`src/rtl/store_drain_buffer_pkg.sv`:
```
// Shared types and constants for the posted-write store drain buffer.
package store_drain_buffer_pkg;

  localparam int DEPTH_DEF = 4;
  localparam int MASK_W    = 4;
  localparam int WA_HI     = 31;
  localparam int WA_LO     = 2;
  localparam int WA_W      = WA_HI - WA_LO + 1;

  typedef enum logic {
    IDLE  = 1'b0,
    ISSUE = 1'b1
  } state_t;

  typedef struct packed {
    logic [WA_W-1:0]   addr;
    logic [31:0]       data;
    logic [MASK_W-1:0] mask;
  } entry_t;

  function automatic logic [WA_W-1:0] word_addr(
    input logic [31:0] a
  );
    return a[WA_HI:WA_LO];
  endfunction

endpackage

```
`src/rtl/store_drain_buffer_fifo.sv`:
```
// In-order store FIFO with head, next-head and per-entry address taps
// so the top can run back-to-back drains and load hazard compares.
module store_fifo
  import store_drain_buffer_pkg::*;
#(
  parameter int DEPTH = DEPTH_DEF,
  localparam int AW = $clog2(DEPTH)
) (
  input  logic                       clk,
  input  logic                       rst,
  input  logic                       push,
  input  entry_t                     din,
  input  logic                       pop,
  output entry_t                     head,
  output entry_t                     head_next,
  output logic [AW:0]                count,
  output logic                       full,
  output logic                       empty,
  output logic [DEPTH-1:0]           vld,
  output logic [DEPTH-1:0][WA_W-1:0] taps
);

  localparam logic [AW:0] FULL_CNT = (AW+1)'(DEPTH);

  entry_t        mem [DEPTH];
  logic [AW-1:0] wptr;
  logic [AW-1:0] rptr;
  logic [AW-1:0] rnext;

  assign rnext     = rptr + 1'b1;
  assign head      = mem[rptr];
  assign head_next = mem[rnext];
  assign full      = (count == FULL_CNT);
  assign empty     = (count == '0);

  for (genvar i = 0; i < DEPTH; i++) begin : g_tap
    assign taps[i] = mem[i].addr;
  end

  always_ff @(posedge clk or posedge rst) begin
    if (rst) begin
      wptr  <= '0;
      rptr  <= '0;
      count <= '0;
      vld   <= '0;
      for (int i = 0; i < DEPTH; i++) begin
        mem[i] <= '0;
      end
    end else begin
      if (push) begin
        mem[wptr] <= din;
        vld[wptr] <= 1'b1;
        wptr      <= wptr + 1'b1;
      end
      if (pop) begin
        vld[rptr] <= 1'b0;
        rptr      <= rnext;
      end
      case ({push, pop})
        2'b10:   count <= count + 1'b1;
        2'b01:   count <= count - 1'b1;
        default: count <= count;
      endcase
    end
  end

endmodule

```
`src/rtl/store_drain_buffer.sv`:
```
// Posted-write buffer: captures masked stores, drains them in order over
// a level req / pulse ack port and flags loads that hit a pending store.
module store_drain_buffer
  import store_drain_buffer_pkg::*;
#(
  parameter int         DEPTH     = DEPTH_DEF,
  parameter logic [3:0] PARTITION = 4'h8
) (
  input  logic              clk,
  input  logic              rst,
  input  logic              st_valid,
  input  logic [31:0]       st_addr,
  input  logic [31:0]       st_data,
  input  logic [MASK_W-1:0] st_mask,
  output logic              st_stall,
  input  logic              ld_valid,
  input  logic [31:0]       ld_addr,
  output logic              ld_hazard,
  output logic              mem_req,
  output logic [WA_W-1:0]   mem_addr,
  output logic [31:0]       mem_data,
  output logic [MASK_W-1:0] mem_mask,
  input  logic              mem_ack,
  output logic              drained
);

  localparam int          AW      = $clog2(DEPTH);
  localparam logic [AW:0] CNT_ONE = (AW+1)'(1);

  state_t                     state;
  entry_t                     out_q;
  entry_t                     st_ent;
  entry_t                     head;
  entry_t                     head_next;
  entry_t                     nxt;
  logic [AW:0]                count;
  logic                       full;
  logic                       empty;
  logic [DEPTH-1:0]           vld;
  logic [DEPTH-1:0][WA_W-1:0] taps;
  logic                       st_ok;
  logic                       push;
  logic                       pop;
  logic                       hit;
  logic                       unused_lsb;

  assign unused_lsb = ^{st_addr[1:0], ld_addr[1:0]};

  assign st_ok    = st_valid && (st_addr[31:28] == PARTITION)
                    && (st_mask != '0);
  assign push     = st_ok && !full;
  assign st_stall = st_ok && full;
  assign pop      = (state == ISSUE) && mem_ack;

  assign st_ent = '{addr: word_addr(st_addr),
                    data: st_data,
                    mask: st_mask};

  // with a single entry left the next head is the store arriving now
  assign nxt = (push && count == CNT_ONE) ? st_ent : head_next;

  store_fifo #(
    .DEPTH(DEPTH)
  ) u_fifo (
    .clk      (clk),
    .rst      (rst),
    .push     (push),
    .din      (st_ent),
    .pop      (pop),
    .head     (head),
    .head_next(head_next),
    .count    (count),
    .full     (full),
    .empty    (empty),
    .vld      (vld),
    .taps     (taps)
  );

  always_ff @(posedge clk or posedge rst) begin
    if (rst) begin
      state <= IDLE;
      out_q <= '0;
    end else begin
      unique case (state)
        IDLE: begin
          if (!empty) begin
            state <= ISSUE;
            out_q <= head;
          end
        end
        ISSUE: begin
          if (mem_ack) begin
            if (push || count != CNT_ONE) begin
              out_q <= nxt;
            end else begin
              state <= IDLE;
            end
          end
        end
        default: state <= IDLE;
      endcase
    end
  end

  assign mem_req  = (state == ISSUE);
  assign mem_addr = out_q.addr;
  assign mem_data = out_q.data;
  assign mem_mask = out_q.mask;
  assign drained  = empty && (state == IDLE);

  always_comb begin
    hit = 1'b0;
    for (int i = 0; i < DEPTH; i++) begin
      if (vld[i] && taps[i] == word_addr(ld_addr)) begin
        hit = 1'b1;
      end
    end
  end

  assign ld_hazard = ld_valid && (ld_addr[31:28] == PARTITION) && hit;

endmodule

```
`config.mk`:
```
export PLATFORM = sky130hd
export DESIGN_NAME = store_drain_buffer
export DESIGN_NICKNAME = d
export VERILOG_FILES = /design/src/rtl/store_drain_buffer_pkg.sv /design/src/rtl/store_drain_buffer_fifo.sv /design/src/rtl/store_drain_buffer.sv
export SDC_FILE = /design/constraint.sdc
export NUM_CORES = 1
export LEC_CHECK = 0
export CAP_MARGIN = 20
export CORE_AREA = 5 5 177 179
export DETAILED_ROUTE_END_ITERATION = 7
export DIE_AREA = 0 0 182 184
export DONT_BUFFER_PORTS = 1
export GPL_ROUTABILITY_DRIVEN = 1
export PLACE_DENSITY = 0.89
export SYNTH_ARGS = -nofsm -noshare
export SYNTH_HDL_FRONTEND = slang
export SYNTH_SLANG_ARGS = --single-unit
```
`constraint.sdc`:
```
create_clock -name clk -period 16.2 [get_ports clk]
set_clock_uncertainty 0.05 [all_clocks]
set_input_delay 3.24 -clock clk [delete_from_list [all_inputs] [get_ports clk]]
set_output_delay 3.24 -clock clk [all_outputs]
set_load 0.005 [all_outputs]
```
==> impl_results.md, run 1 <==
- Status: completed
- Die height: ~180 microns
- Area of the core: roughly 0.03 sq mm
- Gp weighted congestion: 1.00
- First-pass GRT wire length: 75.7 mm
- Clock Sink Count: 342
- Die extent in x: 182 microns
- CP arrival: 4600 ps
- Vias: around 12,000
- Slowest stage delay, CP: 340 ps
- Num ports: 175
- Sw Share: 0.340
- Slew margin rel.: 0.249
- Fmax achieved: 0.127 GHz
- #FFs+latches synth: 342
- Via-per-instance ratio: about 7
- Psw: 1.29 mW
- Initial antenna violation count: 0
- Largest net degree at the start of global routing: 124
- Worst-path clk slew: 60 ps
- Sequential Power Share: 0.390
- Post-detail-place hpwl: a little under 30 mm
- Library cells used by synthesis: between 40 and 50
- Post-cts gate resize count: 0
- CTS Buffer Depth: 3
- Filler cells: about 1,900
- Setup crit end kind: output pin
- Final Slew Violations: 0
- Register Area: roughly 0.0086 sq mm
- Clock Latency Late Sink: 530 ps
- Clk pwr share: 0.242
- Worst-path cell chain: xnor2_1 -> nand4_1 -> nor4_1 -> a22oi_1 -> a21oi_1
- Syn avg cell area: 13.3 sq um
- Setup_tns: 0 ps
- Pint: 2.50 mW
- Hold Crit Class: reg2reg
- CTS tree: built
- Initial Utilization: 0.646
- # setup viols final: 0
- Max-cap viol count: 0
- Final net count: 1,464
- Total setup buffers inserted after CTS: 0
- Critical path type: in2out
- Vias in the first global route: 13,150
- Unrepaired setup endpoints after global routing: no
- Fraction of layout cells with a size suffix above 1: 0.338
- Post-DRT Antenna Nets: 0
- Syn Inst Count: 1,426
- Startpoint class of the critical path: primary input
- Top Family by Delay on Critical Path: simple AND/OR/NAND/NOR gates
- Residual DRC: 0
- CP max FO: 4
- Fin cells: 1,765
- Share of the clock period used by the worst path after layout: 0.487
- Cts hold-fix bufs: 0
- Yosys top cell area share: 0.451
- Die area: 0.0335 sq mm
- Crit-path slowest cell: xnor2_1
- Synth warn: 0
- Pwr Density: 187 mW/mm^2
- Final Hold Viols: 0
- Final Util: 0.687
- Post-synth top area cell: dfrtp_1
- Area Overhead vs Synth: 6.29%
- Crit path buffers/inverters: 0
- Logic pwr share: 0.369
- GRT overflow: 0
- First-pass detailed-route iteration total: 6
- Worst EP required: 12,910 ps
- H-Tree Level Count: 2
- Register area share after synthesis: 0.451
- Clk root buf: clkbuf_16
- Mapped cell area: between 0.015 and 0.02 sq mm
- Leakage power: 9.17 nW
- Drt wl/cell: ~27 microns
- Area of the multi-input gates: 0.00958 sq mm
- TritonCTS Buffers: 38
- Peak VDD IR: 0.111 mV
- Area contributors post-synth: dfrtp_1, mux4_2, mux2_2
- PortBufs: 0
- Initial drt markers: 1,247
- Diodes inserted: 0
- Minimum clock period: 7890 ps
- Slew @ Worst Pin: 1130 ps
- Syn Nets: 1,544
- Rows: 63
- Routed WL: 47.7 mm
- Placed Cells: 1,693
- Total track usage: 0.287
worst reg2reg max path: cells and delay by family, from the launching register on:
kind                     cells  cell delay [ps]
AND/OR/NAND/NOR              1              180
multiplexers                 1              660
AO/OA/AOI/OAI                2              400
adder cells (fa/ha/maj)      1              600
buffers and inverters        2             1180
flip-flops                   1             1150
flip-flops by register name, indices dropped and copies added (netlist names), 2 cells and up:
name and flops:
u_fifo.mem 144, u_fifo.taps 120, mem_data 32, mem_addr 30
mem_mask 4, u_fifo.vld 4, u_fifo.count 3, u_fifo.rptr 2
u_fifo.wptr 2
power groups by stage:
stage	Clock (mW)	Sequential (mW)	Combinational [mW]
after floorplan	0	1.31	1.25
after global placement	0	1.44	1.34
after detailed placement	0	1.48	1.39
after CTS	0.926	1.47	1.40
after global routing	0.965	1.51	1.51
final	0.915	1.48	1.40
cell usage after synthesis:
cell        n
a21oi_2     1
nand2_1   129
mux2_1      6
nand4_1    29
buf_6      23
a311oi_1   58
a32oi_1     4
dfrtp_1   342
and2_1     15
nand3_1     4
mux2_4     30
buf_12      4
mux2_2    212
nor2b_1     6
buf_2      41
or4_4       1
a21oi_1     9
ha_1       13
xnor2_1   124
a211oi_1    4
or4_1       1
buf_8       1
a21o_1     62
a311o_1     1
o21ai_0     7
mux4_2    132
a31oi_1     3
buf_1       9
nor2_1     64
buf_4      13
nand2_4     1
xor2_1      1
mux2i_1     1
nand2b_1    6
nor3_1      1
o22ai_1     2
a22oi_1     2
nor3_4      1
clkbuf_1   44
inv_1       9
nand3_2     1
nor4_1      8
and4_4      1
cell families (layout without fill, tap and decap cells):
kind of cell    after synthesis  count (layout)  share of synthesized area
compound gates              153             153                     0.0623
xor+xnor                    125             125                     0.0576
fa+ha+maj                    13              13                    0.00856
buf+inv                     144              93                     0.0468
flops                       342             342                      0.451
mux                         381             381                      0.310
simple gates                268             268                     0.0641
worst paths after layout:
path	from	end	slack [ps]	cells past startpoint
worst max-delay path	ld_addr[4]	ld_hazard	8310	5
worst min-delay path	mem_addr[11]$_DFFE_PP0P_	mem_addr[11]$_DFFE_PP0P_	450	1
worst max register to register	u_fifo.rptr[0]$_DFFE_PP0P_	mem_addr[29]$_DFFE_PP0P_	11800	7
worst min register to register	mem_addr[11]$_DFFE_PP0P_	mem_addr[11]$_DFFE_PP0P_	450	1
max in group asynchronous	rst	u_fifo.taps[28]$_DFFE_PP0P_	11680	3
min in group asynchronous	rst	u_fifo.mem[161]$_DFFE_PP0P_	2700	1
layout make-up:
cell class / count / area share
inverters: 9 / 0.00205
clock inverters: 11 / 0.00768
flip-flops and latches: 342 / 0.424
clock buffers: 58 / 0.0584
multi-input cells: 940 / 0.475
well taps: 390 / 0.0242
repair buffers: 15 / 0.00855
metal layers:
metal  vias up  part of all wire  global-route usage
met5         -                 0                   0
met4         0             0.042               0.122
met3       132             0.089              0.0716
met2       616              0.49               0.465
met1      6552              0.38               0.372
li1       5101                 -                   -
cell usage in the layout (no fill, tap or decap), drive strengths merged:
cell type / instances
ha: 13
o21ai: 7
mux4: 132
a32oi: 4
clkbuf: 58
and2: 15
nor2b: 6
a22oi: 2
xnor2: 124
a311o: 1
nor2: 64
clkinv: 7
xor2: 1
nand2: 130
or4: 2
buf: 15
mux2: 248
nand4: 29
a21oi: 10
o22ai: 2
and4: 1
nor4: 8
mux2i: 1
a21o: 62
a211oi: 4
a31oi: 3
inv: 9
a311oi: 58
nor3: 2
nand2b: 6
bufinv: 4
nand3: 5
dfrtp: 342
stage by stage:
stage,hold WS (ps),instance area [sq um],power [mW],worst slack (ps)
after global placement,442,18800,2.79,8430
final,452,20200,3.79,8310
after detailed placement,448,18800,2.86,8400
after CTS,462,20100,3.79,8390
after floorplan,423,19000,2.56,3430
after global routing,464,20200,3.99,8320
No activity file was read; power rests on OpenSTA's default activity.
==> inputs of run 2 (changes only) <==
--- a/config.mk
+++ b/config.mk
@@ -6,12 +6,12 @@
 export NUM_CORES = 1
 export LEC_CHECK = 0
 export CAP_MARGIN = 20
-export CORE_AREA = 5 5 177 179
+export CORE_AREA = 5 5 187 189
 export DETAILED_ROUTE_END_ITERATION = 7
-export DIE_AREA = 0 0 182 184
+export DIE_AREA = 0 0 192 194
 export DONT_BUFFER_PORTS = 1
 export GPL_ROUTABILITY_DRIVEN = 1
-export PLACE_DENSITY = 0.89
+export PLACE_DENSITY = 0.84
 export SYNTH_ARGS = -nofsm -noshare
 export SYNTH_HDL_FRONTEND = slang
 export SYNTH_SLANG_ARGS = --single-unit
==> constraint.sdc (replaced) <==
create_clock -name clk -period 6.96 [get_ports clk]
set_clock_uncertainty 0.05 [all_clocks]
set_input_delay 1.392 -clock clk [delete_from_list [all_inputs] [get_ports clk]]
set_output_delay 1.392 -clock clk [all_outputs]
set_load 0.005 [all_outputs]
==> run 2 against run 1 <==
Non-clock buffer count increased by 2. Clock power increased by 130%. Die area increased by 11%. Hold slack got worse by 1.0 ps. Sequential power increased by 130%. Largest cell class unchanged. Highest routed layer unchanged.
==> impl_results.md, run 2 (synthesis gave the netlist of run 1 again) <==
- Status: completed
- Die area: 0.0372 sq mm (+11%)
- CTS tree: built
- Vias: 12,229 (-1.4%)
- Clock Sink Count: 342 (unchanged)
- Final Hold Viols: 0 (unchanged)
- Fin cells: 1,827 (+3.5%)
- Largest net degree at the start of global routing: 129 (+4.0%)
- Most flops, register: u_fifo.mem
- Psw: 2.98 mW (+130%)
- Residual DRC: 0 (unchanged)
- Setup crit end kind: output pin
- Most common cell after layout, fill and taps aside: dfrtp_1
- H-Tree Level Count: 2 (unchanged)
- Unrepaired setup endpoints after global routing: no
- Pwr Density: 433 mW/mm^2 (+130%)
- Die height: 194 microns (+5.4%)
- Post-DRT Antenna Nets: 0 (unchanged)
- Max-cap viol count: 0 (unchanged)
- CTS Buffer Depth: 3 (unchanged)
- Fraction of layout cells with a size suffix above 1: 0.341 (+0.00264)
- Clk root buf: clkbuf_16
- Minimum clock period: ~4200 ps
- Setup_tns: 0 ps (unchanged)
- Worst-path cell chain: xnor2_1 -> nand4_1 -> nor4_1 -> a22oi_1 -> a21oi_1
- Total setup buffers inserted after CTS: 0 (unchanged)
- Peak VDD IR: 0.276 mV (+150%)
- Logic pwr share: 0.378 (+0.009)
- Diodes inserted: 0 (unchanged)
- Final net count: 1,467 (+0.20%)
- Fmax achieved: ~0.24 GHz
- Total Power: 8.78 mW (+130%)
- Crit-path slowest cell: nor4_1
- Top Family by Delay on Critical Path: simple AND/OR/NAND/NOR gates
- Worst path depth: 5 (unchanged)
- TritonCTS Buffers: 39 (+2.6%)
- Crit path buffers/inverters: 0 (unchanged)
- Via-per-instance ratio: 6.69 (-4.7%)
- Pint: 5.80 mW (+130%)
- R2R depth: 7 (unchanged)
- Leakage power: 9.17 nW (about the same)
- Initial drt markers: 982 (-21%)
- Rows: 67 (+6.3%)
- Slowest stage delay, CP: 390 ps (+50 ps)
- Sw Share: 0.340 (about the same)
- Slew @ Worst Pin: 1070 ps (-61.1 ps)
- Max reg flops: 144 (unchanged)
- Drt wl/cell: 26.2 microns (-2.9%)
- Clk pwr share: 0.237 (-0.005)
- Sequential Power Share: 0.385 (-0.005)
- Commonest cells after routing, fill and taps aside: dfrtp_1, mux2_2, mux4_2
- Worst-path clk slew: 60 ps (about the same)
- Total track usage: 0.261 (-0.0251)
- First-pass detailed-route iteration total: 5 (-1)
- Post-detail-place hpwl: 30.3 mm (+4.6%)
- Hold Crit Class: reg2reg
- Worst EP required: 5520 ps (-7390 ps)
- Initial antenna violation count: 0 (unchanged)
- Num ports: 175 (unchanged)
- Post-route cell area: 0.0203 sq mm (+0.48%)
- Routed WL: 47.9 mm (+0.50%)
- Dpl cell area: 0.0189 sq mm (+0.87%)
- Final Slew Violations: 0 (unchanged)
- Vias in the first global route: 13,072 (-0.59%)
- Die extent in x: 192 microns (+5.5%)
- PortBufs: 0 (unchanged)
- Hold path depth: 1 (unchanged)
- Clock Latency Late Sink: 530 ps (about the same)
- CP max FO: 4 (unchanged)
- First-pass GRT wire length: 76.3 mm (+0.83%)
- Placed Cells: 1,755 (+3.7%)
- Initial Utilization: 0.574 (-0.0724)
- Area Overhead vs Synth: 6.80%
- Critical path type: in2out
- Cts hold-fix bufs: 0 (unchanged)
- Final Util: 0.613 (-0.0740)
- Startpoint class of the critical path: primary input
- Share of the clock period used by the worst path after layout: 0.609
- Slew margin rel.: 0.290 (+0.0407)
- Post-cts gate resize count: 0 (unchanged)
- GRT overflow: 0 (unchanged)
- CP arrival: 2800 ps (-1800 ps)
- Gp weighted congestion: 0.882 (-12%)
- Area of the core: 0.0331 sq mm (+13%)
- # setup viols final: 0 (unchanged)
## run 2: cell types whose count changed in the layout (fill, tap and decap cells not counted), sizes merged
cell      previous run  this run
clkbuf              58        59
buf                 15        17
bufinv               4         2
clkinv               7         9
inv                  9         8
clkinvlp             0         2
## run 2: worst reg2reg max path, stage by stage (launching register included)
cell      delay [ps]
dfrtp_4          910
inv_1            240
ha_4             570
buf_4            430
mux4_2           560
nand2_1           90
a311oi_1         150
a21o_1           240
## run 2: per-stage QoR
| step | setup WS [ps] | hold WS (ps) |
|---|---|---|
| after global routing | 2740 | 476 |
| after CTS | 2800 | 462 |
| after floorplan | 943 | 423 |
| after detailed placement | 2780 | 448 |
| final | 2720 | 451 |
| after global placement | 2860 | 443 |
## run 2: power groups by stage
stage          Sequential (mW)  Clock, mW  Combinational (mW)
4_1_cts                   3.37       2.12                3.31
3_3_place_gp              3.33          0                3.19
2_1_floorplan             3.05          0                2.90
5_1_grt                   3.47       2.21                3.60
6_report                  3.38       2.09                3.32
3_5_place_dp              3.39          0                3.30
## run 2: routing by layer
layer | track usage | up-vias | share of wire
li1 | - | 5137 | -
met1 | 0.343 | 6429 | 0.38
met2 | 0.421 | 544 | 0.49
met3 | 0.0731 | 119 | 0.090
met4 | 0.0940 | 0 | 0.036
met5 | 0 | - | 0
## run 2: path summary, 6_finish.rpt
path	from	end	slack, ps
setup / recovery	ld_addr[19]	ld_hazard	2720
hold / removal	mem_addr[21]$_DFFE_PP0P_	mem_addr[21]$_DFFE_PP0P_	450
setup reg to reg	u_fifo.rptr[1]$_DFFE_PP0P_	mem_addr[2]$_DFFE_PP0P_	3610
hold reg to reg	mem_addr[21]$_DFFE_PP0P_	mem_addr[21]$_DFFE_PP0P_	450
max in group asynchronous	rst	u_fifo.rptr[0]$_DFFE_PP0P_	4660
min in group asynchronous	rst	mem_data[24]$_DFFE_PP0P_	780
## run 2: final cells by class
| cell class | count | area [sq um] |
|---|---|---|
| tap | 448 | 561 |
| inverter | 9 | 37.5 |
| clock buffer | 59 | 1200 |
| clock inverter | 12 | 120 |
| fill | 2452 | 12800 |
| multi-input combinational | 940 | 9580 |
| sequential | 342 | 8570 |
| timing repair buffer | 17 | 213 |
==> inputs of run 3 (changes only) <==
--- a/config.mk
+++ b/config.mk
@@ -6,12 +6,12 @@
 export NUM_CORES = 1
 export LEC_CHECK = 0
 export CAP_MARGIN = 20
-export CORE_AREA = 5 5 187 189
+export CORE_AREA = 5 5 177 179
 export DETAILED_ROUTE_END_ITERATION = 7
-export DIE_AREA = 0 0 192 194
+export DIE_AREA = 0 0 182 184
 export DONT_BUFFER_PORTS = 1
 export GPL_ROUTABILITY_DRIVEN = 1
-export PLACE_DENSITY = 0.84
+export PLACE_DENSITY = 0.89
 export SYNTH_ARGS = -nofsm -noshare
 export SYNTH_HDL_FRONTEND = slang
 export SYNTH_SLANG_ARGS = --single-unit
==> constraint.sdc (replaced) <==
create_clock -name clk -period 4.3 [get_ports clk]
set_clock_uncertainty 0.05 [all_clocks]
set_input_delay 0.86 -clock clk [delete_from_list [all_inputs] [get_ports clk]]
set_output_delay 0.86 -clock clk [all_outputs]
set_load 0.005 [all_outputs]
==> run 3 against run 2 <==
Sequential share of layout area rose by 0.19 points. Sequential cell count did not move. Total power rose by 61%. Register-to-register slack got worse by 2500 ps. Cell count fell by 3.0%. Clock power rose by 53%. Non-clock buffer count rose by 8. Critical path type is now reg2out. Hold slack got worse by 180 ps. Setup slack got worse by 1600 ps. Via count rose by 0.91%. Sequential power rose by 60%. Critical path depth did not move.
==> impl_results.md, run 3 (synthesis gave the netlist of run 1 again) <==
- Placed Cells: 1,706 (-2.8%)
- CTS tree: built
- Most flops, register: u_fifo.mem
- Routed WL: 47.9 mm (-0.17%)
- First-pass GRT wire length: 76.0 mm (-0.42%)
- Share of the clock period used by the worst path after layout: 0.748
- Worst-path clk slew: 60 ps (about the same)
- Total track usage: 0.287 (+0.0253)
- Top Layer Used: met5
- Startpoint class of the critical path: register
- Worst EP required: 3390 ps (-2130 ps)
- Hold Crit Class: in2async
- Critical path type: reg2out
- Setup crit end kind: output pin
- Die extent in x: 182 microns (-5.2%)
- Met2 wire length: 23.7 mm (about the same)
- Leakage power: 9.16 nW (-0.11%)
- Largest net degree at the start of global routing: 145 (+12%)
- Area of the multi-input gates: 0.00958 sq mm (unchanged)
- Area of the core: 0.0294 sq mm (-11%)
- Clock Sink Count: 342 (unchanged)
- PortBufs: 0 (unchanged)
- Fraction of layout cells with a size suffix above 1: 0.340 (-0.00122)
- Drt wl/cell: 27.0 microns (+2.9%)
- Final net count: 1,473 (+0.41%)
- Fin cells: 1,772 (-3.0%)
- M1 WL: 17.6 mm (-3.3%)
- TritonCTS Buffers: 37 (-5.1%)
- Clk root buf: clkbuf_16
- Max reg flops: 144 (unchanged)
- Initial Utilization: 0.646 (+0.0724)
- Pwr Density: 700 mW/mm^2 (+62%)
- Die height: 184 microns (-5.2%)
- Total setup buffers inserted after CTS: 0 (unchanged)
- Status: completed
- Most common cell after layout, fill and taps aside: dfrtp_1
- Vias: 12,340 (+0.91%)
- CTS Buffer Depth: 3 (unchanged)
- CP arrival: 2310 ps (-490 ps)
- Cts hold-fix bufs: 0 (unchanged)
- Rows: 63 (-6.0%)
- Unrepaired setup endpoints after global routing: no
- CP max FO: 4 (unchanged)
- Fmax achieved: 0.311 GHz
- Slew margin rel.: 0.373 (+0.0837)
- Minimum clock period: roughly 3200 ps
- Residual DRC: 0 (unchanged)
- Post-detail-place hpwl: 30.3 mm (+0.16%)
- First-pass detailed-route iteration total: 7 (+2)
- Slew @ Worst Pin: 940 ps (-126 ps)
- Post-cts gate resize count: 0 (unchanged)
- GRT overflow: 0 (unchanged)
- Post-DRT Antenna Nets: 0 (unchanged)
- # setup viols final: 0 (unchanged)
- H-Tree Level Count: 2 (unchanged)
- Clock Latency Late Sink: 520 ps (about the same)
- Commonest cells after routing, fill and taps aside: dfrtp_1, mux2_2, mux4_2
- Final Util: 0.687 (+0.0742)
- Max-cap viol count: 0 (unchanged)
- Filler cells: 1,936 (-21%)
- Register Area: 0.00857 sq mm (unchanged)
- Die area: 0.0335 sq mm (-10%)
- Vias in the first global route: 13,118 (+0.35%)
- Initial drt markers: 1,046 (+6.5%)
- Final Hold Viols: 0 (unchanged)
- Final Slew Violations: 0 (unchanged)
- WL met3: 4.50 mm (+4.7%)
- Via-per-instance ratio: 6.96 (+4.0%)
- Peak VDD IR: 0.530 mV (+92%)
- Area Overhead vs Synth: 6.32%
- Num ports: 175 (unchanged)
- Initial antenna violation count: 2 (+2)
- Gp weighted congestion: 0.933 (+5.9%)
## run 3: critical path, stage by stage, from the launching register on
cell,delay (ps)
dfrtp_1,420
xnor2_1,400
nand4_1,170
nor4_1,380
a22oi_1,140
a21oi_1,270
## run 3: final timing paths
check                                                start                     endpoint  slack [ps]  cells after the start
worst max-delay path            u_fifo.taps[3]$_DFFE_PP0P_                    ld_hazard        1080                      5
worst min-delay path                                   rst   u_fifo.mem[27]$_DFFE_PP0P_         270                      2
worst max register to register  u_fifo.rptr[0]$_DFFE_PP0P_     mem_addr[28]$_DFFE_PP0P_        1120                      6
worst min register to register    mem_addr[19]$_DFFE_PP0P_     mem_addr[19]$_DFFE_PP0P_         450                      1
max in group asynchronous                              rst     mem_addr[17]$_DFFE_PP0P_        2980                      3
min in group clk                               st_addr[13]  u_fifo.taps[71]$_DFFE_PP0P_         430                      1
## run 3: per-stage QoR
stage          hold WS, ps  setup WS [ps]  area (sq um)  power, mW  setup TNS [ps]
2_1_floorplan          423          -1180         19000       9.63         -405100
3_3_place_gp           442           1150         19000       10.6               0
3_5_place_dp           448           1100         19000       10.9               0
4_1_cts                278           1120         20200       14.2               0
5_1_grt                283           1010         20200       14.9               0
6_report               273           1080         20200       14.1               0
## run 3: final cells by class
type / count / share of cell area
clock inverter: 9 / 0.00520
clock buffer: 56 / 0.0550
multi-input combinational: 940 / 0.475
sequential: 342 / 0.424
antenna: 1 / 0.000124
inverter: 9 / 0.00186
tap: 390 / 0.0242
timing repair buffer: 25 / 0.0149
## run 3: report_power, final
| part | total (mW) | internal (mW) | switching, mW | leakage [nW] |
|---|---|---|---|---|
| Clock | 3.20 | 1.90 | 1.30 | 0.596 |
| Sequential | 5.42 | 4.27 | 1.15 | 4.56 |
| Combinational | 5.51 | 3.09 | 2.43 | 4.01 |
| Total | 14.1 | 9.26 | 4.87 | 9.16 |
## run 3: per-layer routing
| metal | global-route usage | vias to the layer above |
|---|---|---|
| met1 | 0.363 | 6421 |
| met5 | 0 | - |
| met4 | 0.125 | 2 |
| met3 | 0.0716 | 135 |
| li1 | - | 5112 |
| met2 | 0.475 | 670 |
